==> src/rtl/prog_loader_if.sv <==
// Program-load bus: the inbound word stream plus the command-memory write port.
// The master modport is the word source / memory side, the slave modport is the loader.
interface prog_loader_if #(
    parameter int CMD_WIDTH      = 128,
    parameter int CMD_ADDR_WIDTH = 8,
    parameter int WORD_WIDTH     = 32
);
    logic [WORD_WIDTH-1:0]     word_in;
    logic                      word_valid;
    logic                      word_ready;
    logic                      write_prog_enable;
    logic [CMD_ADDR_WIDTH-1:0] cmd_addr;
    logic [CMD_WIDTH-1:0]      cmd_data;

    modport master (
        output word_in, word_valid,
        input  word_ready, write_prog_enable, cmd_addr, cmd_data
    );

    modport slave (
        input  word_in, word_valid,
        output word_ready, write_prog_enable, cmd_addr, cmd_data
    );
endinterface

==> src/rtl/prog_loader.sv <==
// Program loader: packs a stream of program words into commands (first word in
// the MSBs) and writes them to consecutive command-memory addresses while
// holding the processor in reset.
module prog_loader #(
    parameter int CMD_WIDTH      = 128,
    parameter int CMD_ADDR_WIDTH = 8,
    parameter int WORD_WIDTH     = 32
) (
    input  logic                      clk,
    input  logic                      reset,
    input  logic                      start,
    input  logic                      abort,
    input  logic [CMD_ADDR_WIDTH-1:0] base_addr,
    input  logic [CMD_ADDR_WIDTH:0]   num_cmds,
    prog_loader_if.slave              bus,
    output logic                      proc_hold,
    output logic                      busy,
    output logic                      done
);
    localparam int WPC   = CMD_WIDTH / WORD_WIDTH;
    localparam int WCW   = (WPC > 1) ? $clog2(WPC) : 1;
    localparam int CNT_W = CMD_ADDR_WIDTH + 1;

    typedef enum logic [1:0] {IDLE, LOAD, WRITE, DONE} state_t;

    state_t                    state_q;
    logic [CMD_ADDR_WIDTH-1:0] addr_q;
    logic [CNT_W-1:0]          remain_q;
    logic [WCW-1:0]            wcnt_q;
    logic [CMD_WIDTH-1:0]      pack_q;
    logic [CMD_WIDTH-1:0]      pack_d;
    logic                      we_q;
    logic [CMD_ADDR_WIDTH-1:0] cmd_addr_q;
    logic [CMD_WIDTH-1:0]      cmd_data_q;
    logic                      busy_q;
    logic                      hold_q;
    logic                      done_q;

    // Pack register after accepting the current word: older words move toward the MSBs.
    assign pack_d = (pack_q << WORD_WIDTH) | CMD_WIDTH'(bus.word_in);

    assign bus.word_ready        = (state_q == LOAD);
    assign bus.write_prog_enable = we_q;
    assign bus.cmd_addr          = cmd_addr_q;
    assign bus.cmd_data          = cmd_data_q;
    assign busy                  = busy_q;
    assign proc_hold             = hold_q;
    assign done                  = done_q;

    // Load sequencer: state, counters, packing and all registered outputs.
    always_ff @(posedge clk or negedge reset) begin
        if (!reset) begin
            state_q    <= IDLE;
            addr_q     <= '0;
            remain_q   <= '0;
            wcnt_q     <= '0;
            pack_q     <= '0;
            we_q       <= 1'b0;
            cmd_addr_q <= '0;
            cmd_data_q <= '0;
            busy_q     <= 1'b0;
            hold_q     <= 1'b0;
            done_q     <= 1'b0;
        end else begin
            case (state_q)
                IDLE: begin
                    // start beats a simultaneous abort simply because abort is not looked at here
                    done_q <= 1'b0;
                    if (start) begin
                        addr_q   <= base_addr;
                        remain_q <= num_cmds;
                        wcnt_q   <= '0;
                        if (num_cmds == '0) begin
                            state_q <= DONE;
                            done_q  <= 1'b1;
                        end else begin
                            state_q <= LOAD;
                            busy_q  <= 1'b1;
                            hold_q  <= 1'b1;
                        end
                    end
                end
                LOAD: begin
                    if (abort) begin
                        // abort wins over an accept, so a final word arriving now never produces a strobe
                        state_q <= IDLE;
                        busy_q  <= 1'b0;
                        hold_q  <= 1'b0;
                        wcnt_q  <= '0;
                    end else if (bus.word_valid) begin
                        pack_q <= pack_d;
                        if (wcnt_q == WCW'(WPC - 1)) begin
                            wcnt_q     <= '0;
                            state_q    <= WRITE;
                            we_q       <= 1'b1;
                            cmd_addr_q <= addr_q;
                            cmd_data_q <= pack_d;
                        end else begin
                            wcnt_q <= wcnt_q + WCW'(1);
                        end
                    end
                end
                WRITE: begin
                    we_q <= 1'b0;
                    if (abort) begin
                        // the registered strobe is already on the bus; abort just stops the sequence
                        state_q <= IDLE;
                        busy_q  <= 1'b0;
                        hold_q  <= 1'b0;
                    end else begin
                        addr_q   <= addr_q + CMD_ADDR_WIDTH'(1);
                        remain_q <= remain_q - CNT_W'(1);
                        if (remain_q == CNT_W'(1)) begin
                            state_q <= DONE;
                            done_q  <= 1'b1;
                            busy_q  <= 1'b0;
                            hold_q  <= 1'b0;
                        end else begin
                            state_q <= LOAD;
                        end
                    end
                end
                DONE: begin
                    done_q  <= 1'b0;
                    state_q <= IDLE;
                end
                default: begin
                    state_q <= IDLE;
                end
            endcase
        end
    end
endmodule

==> src/flat_wrapper.sv <==
// flat-port wrapper written by rule: the top's interface ports become plain ports
module prog_loader_flat 
#(
    parameter int CMD_WIDTH      = 128,
    parameter int CMD_ADDR_WIDTH = 8,
    parameter int WORD_WIDTH     = 32
)
  (clk, reset, start, abort, base_addr, num_cmds, proc_hold, busy, done, bus_word_in, bus_word_valid, bus_word_ready, bus_write_prog_enable, bus_cmd_addr, bus_cmd_data);
  prog_loader_if #(.CMD_WIDTH(CMD_WIDTH), .CMD_ADDR_WIDTH(CMD_ADDR_WIDTH), .WORD_WIDTH(WORD_WIDTH)) bus_i ();
  input  logic clk;
  input  logic reset;
  input  logic start;
  input  logic abort;
  input  logic [CMD_ADDR_WIDTH-1:0] base_addr;
  input  logic [CMD_ADDR_WIDTH:0] num_cmds;
  output logic proc_hold;
  output logic busy;
  output logic done;
  input wire logic [$bits(bus_i.word_in)-1:0] bus_word_in;
  input wire logic [$bits(bus_i.word_valid)-1:0] bus_word_valid;
  output wire logic [$bits(bus_i.word_ready)-1:0] bus_word_ready;
  output wire logic [$bits(bus_i.write_prog_enable)-1:0] bus_write_prog_enable;
  output wire logic [$bits(bus_i.cmd_addr)-1:0] bus_cmd_addr;
  output wire logic [$bits(bus_i.cmd_data)-1:0] bus_cmd_data;
  assign bus_i.word_in = bus_word_in;
  assign bus_i.word_valid = bus_word_valid;
  assign bus_word_ready = bus_i.word_ready;
  assign bus_write_prog_enable = bus_i.write_prog_enable;
  assign bus_cmd_addr = bus_i.cmd_addr;
  assign bus_cmd_data = bus_i.cmd_data;
  prog_loader #(.CMD_WIDTH(CMD_WIDTH), .CMD_ADDR_WIDTH(CMD_ADDR_WIDTH), .WORD_WIDTH(WORD_WIDTH)) u_core (.clk(clk), .reset(reset), .start(start), .abort(abort), .base_addr(base_addr), .num_cmds(num_cmds), .bus(bus_i), .proc_hold(proc_hold), .busy(busy), .done(done));
endmodule
==> config.mk <==
export PLATFORM = sky130hd
export DESIGN_NAME = prog_loader_flat
export DESIGN_NICKNAME = d
export VERILOG_FILES = /design/src/rtl/prog_loader_if.sv /design/src/rtl/prog_loader.sv /design/src/flat_wrapper.sv
export SDC_FILE = /design/constraint.sdc
export NUM_CORES = 1
export LEC_CHECK = 0
export ABC_AREA = 1
export CAP_MARGIN = 20
export CORE_ASPECT_RATIO = 1.25
export CORE_MARGIN = 1.5
export CORE_UTILIZATION = 56
export CTS_CLUSTER_SIZE = 16
export DETAILED_ROUTE_END_ITERATION = 10
export PLACE_DENSITY = 0.94
export SYNTH_ARGS = -nofsm -noshare
export SYNTH_HDL_FRONTEND = slang
export SYNTH_SLANG_ARGS = --single-unit
==> constraint.sdc <==
create_clock -name clk -period 4.9 [get_ports clk]
set_input_delay 0.98 -clock clk [delete_from_list [all_inputs] [get_ports clk]]
set_output_delay 0.98 -clock clk [all_outputs]
set_load 0.005 [all_outputs]
==> results of run 1 <==
==> sequential cells by signal, indices dropped and copies added (netlist names) <==
| register | cells |
|---|---|
| u_core.bus.cmd_data | 128 |
| u_core.pack_q | 96 |
| u_core.remain_q | 9 |
| u_core.addr_q | 8 |
| u_core.bus.cmd_addr | 8 |
| u_core.state_q | 2 |
| u_core.wcnt_q | 2 |
| u_core.bus.write_prog_enable | 1 |
| u_core.busy | 1 |
| u_core.done | 1 |
==> cells in the mapped netlist, drive strengths merged <==
library cell / number / area [um2]
nand2: 362 / 1370
dfrtp: 256 / 6410
o21ai: 194 / 1070
inv: 102 / 383
nand3: 77 / 390
buf: 39 / 313
nor2: 31 / 140
clkbuf: 25 / 93.8
a21oi: 14 / 70.1
ha: 9 / 113
o22ai: 2 / 12.5
or2: 2 / 12.5
xor2: 2 / 17.5
a22oi: 1 / 7.51
a2bb2oi: 1 / 8.76
nand4: 1 / 6.26
nor3: 1 / 5.00
o211ai: 1 / 7.51
o21bai: 1 / 7.51
o31ai: 1 / 7.51
==> per-stage QoR <==
stage                     hold WS, ns  cells  setup WS (ns)  util, %
after floorplan                 0.453   1122           2.98        -
after global placement          0.455   1487           1.45     67.9
after detailed placement        0.458   1487           1.33     67.9
after CTS                       0.474   1528           1.76     72.1
after global routing            0.489   1529           1.54     72.3
final                           0.471   1529           1.70     72.3
==> where the power goes <==
part	switching, uW	internal (uW)	leakage [uW]	total (uW)
sequential	305	2650	0.00338	2960
clock	750	1050	0.000381	1800
combinational	975	580	0.00250	1550
total	2030	4280	0.00627	6310
==> critical path: cells and delay by family <==
kind                   cells  cell delay, ns
buffers and inverters      3            1.42
AND/OR/NAND/NOR            4            0.98
AO/OA/AOI/OAI              1            0.16
==> final cells by class <==
type	count	area [um2]
clock buffers	39	758
clock inverters	2	10.0
fillers	1262	5040
inverters	102	383
multi-input cells	700	3250
flip-flops and latches	256	6410
well taps	228	285
repair buffers	202	2030
==> logic make-up after synthesis <==
logic type | count (synthesis) | synth area share, %
flops | 256 | 61.4
compound gates | 215 | 11.4
buf+inv | 166 | 7.56
simple gates | 474 | 18.4
fa+ha+maj | 9 | 1.08
xor+xnor | 2 | 0.168
==> worst min path at each step <==
stage | end | slack (ns) | cells after the start
global route | u_core.bus.cmd_data[13]$_DFFE_PN0P_ | 0.49 | 2
CTS | u_core.bus.cmd_data[21]$_DFFE_PN0P_ | 0.47 | 2
finish | u_core.bus.cmd_data[125]$_DFFE_PN0P_ | 0.47 | 2
global placement | u_core.bus.cmd_data[21]$_DFFE_PN0P_ | 0.45 | 2
detailed placement | u_core.bus.cmd_data[125]$_DFFE_PN0P_ | 0.46 | 2
floorplan | u_core.pack_q[32]$_DFFE_PN0P_ | 0.45 | 2
==> routing by layer <==
layer / part of all wire (%) / vias up
met4: 3.1 / 0
met1: 41 / 4009
met3: 5.7 / 57
met2: 50 / 339
met5: 0 / -
li1: - / 3892
==> impl_metrics.yaml, run 1 <==
power:
  total_power_uw: 6310
  power_density_nw_per_um2: 481
  ir_drop_mv: 0.334
  p_leak_uw: 0.00627
clocking:
  root_buffer: "clkbuf_16"
  clock_path_buffers: 3
  tritoncts: "built"
  cts_resized: 0
  cts_buffers: 24
  path_clk_slew_ns: 0.06
  htree_levels: 1
  cts_setup_buffers: 0
  clk_latency_ns: 0.51
  cts_hold_buffers: 0
  clock-sinks: 256
critical_path:
  max_stage_delay_ns: 0.76
  rr_startpoint: "u_core.state_q[1]$_DFFE_PN0P_"
  worstReg2RegEnd: "u_core.bus.cmd_data[61]$_DFFE_PN0P_"
  crit_path_start: "abort"
  endpoint_kind: "flip-flop"
  critPathArrivalTime_ns: 3.61
  cp_max_fo: 139
  cp-endpoint: "u_core.bus.cmd_data[61]$_DFFE_PN0P_"
  r2r_cells: 10
  slowest_stage: "buf_4"
  crit_chain: "clkdlybuf4s50_1 > nor2_4 > inv_2 > nor2_8 > nand2_8 > buf_4 > nand2_1 > o21ai_1"
  crit_type: "in -> reg"
  cp.required_ns: 5.31
  worstSetupStartpointType: "input port"
  reg2reg_slack_ns: 1.78
placement:
  hpwl_um: 16200
  gp_congestion: 0.893
  placed_area_um2: 12300
  io_buffers: 194
timing:
  fin_skew_ns: 0.0157
  maxSlewHeadroom_pct: 39.7
  setup_violations: 0
  rsz0062_at_grt: "no"
  final.setup.tns_ns: 0
  clock.fmax_mhz: 313
  period_minus_slack_ns: 3.20
  hold_viol: 0
  worst_slew_pin_slew_ns: 0.904
  drv_slew: 0
  finalCritPeriodShare_pct: 65.3
detailed_routing:
  ant_nets: 0
  wl_um: 25300
  wl_per_cell_um: 16.5
  vias_per_cell: 5.43
  dr.pass1.iters: 6
  drtIter0Drc: 667
  num_vias: 8297
  drc_errors: 0
cells_and_area:
  drive_above_1_share_pct: 6.23
  final_cell_area_um2: 13100
  most-common-layout-cells: "nand2_1, dfrtp_1, clkdlybuf4s50_1"
  nNetsFinal: 1349
  syn_to_final_growth_pct: 25.8
  insertedDiodeCount: 0
  final_common_cell: "nand2_1"
synth:
  seq_area_frac_synth_pct: 61.4
  synth_seq_cells: 256
  ys_warn_count: 0
  ys_types: 30
  syn_nets: 1185
  syn-mean-instance-area_um2: 9.30
  synthCells: 1122
  synth_area_um2: 10400
floorplanning:
  core_um2: 18200
  die_height_um: 156
  dieArea_um2: 19500
  initial_utilization_pct: 57.4
  io_pins: 195
  chipWidth_um: 125
  rows: 55
global_route:
  met1_usage_pct: 35.2
  grt_max_degree: 140
  antenna_found_initial: 0
  grt_pass1_vias: 8049
  grt_busiest_layer: "met2"
  use_met3_pct: 3.60
  grt_pass1_wl_um: 41200
  overflow: 0
  grt_util_met2_pct: 43.7
  track_usage_pct: 26.1
outcome:
  status: "complete, no violations"
min_path:
  hp-class: "reg -> reg"
  min_from: "u_core.bus.cmd_data[125]$_DFFE_PN0P_"
flow_run:
  cap_violations: 0
(Power assumes the default switching activity.)
==> inputs of run 2 (changes only) <==
--- a/config.mk
+++ b/config.mk
@@ -9,10 +9,10 @@
 export CAP_MARGIN = 20
 export CORE_ASPECT_RATIO = 1.25
 export CORE_MARGIN = 1.5
-export CORE_UTILIZATION = 56
+export CORE_UTILIZATION = 52
 export CTS_CLUSTER_SIZE = 16
 export DETAILED_ROUTE_END_ITERATION = 10
-export PLACE_DENSITY = 0.94
+export PLACE_DENSITY = 0.89
 export SYNTH_ARGS = -nofsm -noshare
 export SYNTH_HDL_FRONTEND = slang
 export SYNTH_SLANG_ARGS = --single-unit
==> constraint.sdc (replaced) <==
create_clock -name clk -period 3.2 [get_ports clk]
set_input_delay 0.64 -clock clk [delete_from_list [all_inputs] [get_ports clk]]
set_output_delay 0.64 -clock clk [all_outputs]
set_load 0.005 [all_outputs]
==> impl_metrics.yaml, run 2 (synthesis gave the netlist of run 1 again) <==
outcome:
  status: "complete, no violations"
timing:
  final.setup.tns_ns: 0
  finalCritPeriodShare_pct: 80.7
  fin_skew_ns: 0.00730
  clock.fmax_mhz: 387
  drv_slew: 0
  worst_slew_pin_slew_ns: 0.685
  rsz0062_at_grt: "no"
  period_minus_slack_ns: 2.58
  maxSlewHeadroom_pct: 54.3
  hold_viol: 0
  setup_violations: 0
detailed_routing:
  met3WireLength_um: 1460
  wl_met1_um: 10300
  ant_nets: 0
  dr_wl_met2_um: 12300
  drtIter0Drc: 595
  dr.pass1.iters: 5
  num_vias: 8197
  vias_per_cell: 5.21
  wl_per_cell_um: 15.9
  top_layer: "met4"
  drc_errors: 0
  wl_um: 25000
cells_and_area:
  final_util_pct: 68.3
  nNetsFinal: 1352
  most-common-layout-cells: "nand2_1, dfrtp_1, clkdlybuf4s50_1"
  largest_register_ffs: 128
  final_cell_area_um2: 13400
  syn_to_final_growth_pct: 28.0
  final_common_cell: "nand2_1"
  insertedDiodeCount: 0
  drive_above_1_share_pct: 6.81
  fillCellCount: 1419
floorplanning:
  dieArea_um2: 20900
  chipWidth_um: 130
  initial_utilization_pct: 53.4
  rows: 57
  die_height_um: 161
  io_pins: 195
  core_um2: 19500
clocking:
  path_clk_slew_ns: 0.06
  root_buffer: "clkbuf_16"
  tritoncts: "built"
  htree_levels: 1
  cts_resized: 0
  cts_setup_buffers: 0
  clock-sinks: 256
  clk_latency_ns: 0.51
  cts_buffers: 24
  cts_hold_buffers: 0
  clock_path_buffers: 3
placement:
  placed_area_um2: 12500
  hpwl_um: 16300
  gp_congestion: 0.858
  io_buffers: 194
critical_path:
  crit_type: "reg -> out"
  critPathArrivalTime_ns: 1.94
  worstReg2RegEnd: "u_core.bus.cmd_data[76]$_DFFE_PN0P_"
  cp-endpoint: "bus_word_ready"
  cp.required_ns: 2.56
  cp_max_fo: 5
  crit_path_start: "u_core.state_q[1]$_DFFE_PN0P_"
  endpoint_kind: "output pin"
  r2r_cells: 10
  worstSetupStartpointType: "flip-flop"
  reg2reg_slack_ns: 0.96
  rr_startpoint: "u_core.state_q[1]$_DFFE_PN0P_"
global_route:
  grt_pass1_vias: 8089
  grt_max_degree: 117
  track_usage_pct: 24.0
  overflow: 0
  antenna_found_initial: 0
  grt_pass1_wl_um: 40100
min_path:
  hp-class: "in -> async"
power:
  power_density_nw_per_um2: 746
  p_leak_uw: 0.00635
  ir_drop_mv: 0.646
flow_run:
  cap_violations: 0
-- run 2: cell types whose count changed in the layout (fill, tap and decap cells not counted), sizes merged --
cell | previous run | this run
bufinv | 0 | 3
clkbuf | 39 | 37
buf | 9 | 12
clkinvlp | 0 | 2
-- run 2: worst min-delay path by stage --
| stage | cells past startpoint | start | endpoint | slack (ns) |
|---|---|---|---|---|
| 2_1_floorplan | 0 | reset | u_core.addr_q[0]$_DFFE_PN0P_ | 0.34 |
| 4_1_cts | 1 | reset | u_core.pack_q[70]$_DFFE_PN0P_ | 0.16 |
| 3_5_place_dp | 2 | u_core.bus.cmd_data[122]$_DFFE_PN0P_ | u_core.bus.cmd_data[122]$_DFFE_PN0P_ | 0.46 |
| 5_1_grt | 1 | reset | u_core.bus.cmd_data[10]$_DFFE_PN0P_ | 0.19 |
| 3_3_place_gp | 2 | u_core.bus.cmd_addr[0]$_DFFE_PN0P_ | u_core.bus.cmd_addr[0]$_DFFE_PN0P_ | 0.46 |
| 6_report | 1 | reset | u_core.bus.cmd_data[6]$_DFFE_PN0P_ | 0.12 |
-- run 2: per-stage QoR --
step                      hold WS, ns  instances  setup slack (ns)  total power [uW]
after detailed placement        0.457       1528             0.791              6890
after CTS                       0.156       1572             0.600             10000
after global placement          0.457       1528             0.878              6720
final                           0.115       1572             0.617              9960
after floorplan                 0.344       1122              1.47              5970
after global routing            0.186       1572             0.494             10500
-- run 2: worst max-delay path: stages, from the launching register on --
cell	delay (ns)
dfrtp_1	0.43
inv_1	0.15
ha_1	0.31
clkdlybuf4s50_1	0.55
-- run 2: area by class of cell --
cell class | instances | area (um2) | share of cell area (%)
clock inverters | 7 | 115 | 0.862
multi-input cells | 700 | 3250 | 24.3
flip-flops and latches | 256 | 6410 | 48.0
clock buffers | 37 | 751 | 5.62
inverters | 102 | 383 | 2.87
repair buffers | 205 | 2120 | 15.9
well taps | 265 | 332 | 2.48
-- run 2: where the power goes --
group          switching, uW  internal, uW
Clock                   1190          1860
Combinational           1490           908
Sequential               457          4060
-- run 2: per-layer routing --
metal  GRT usage [%]  up-vias
met3            3.58       74
met2            39.8      311
li1                -     3915
met5               0        -
met4            10.1        0
met1            31.7     3897
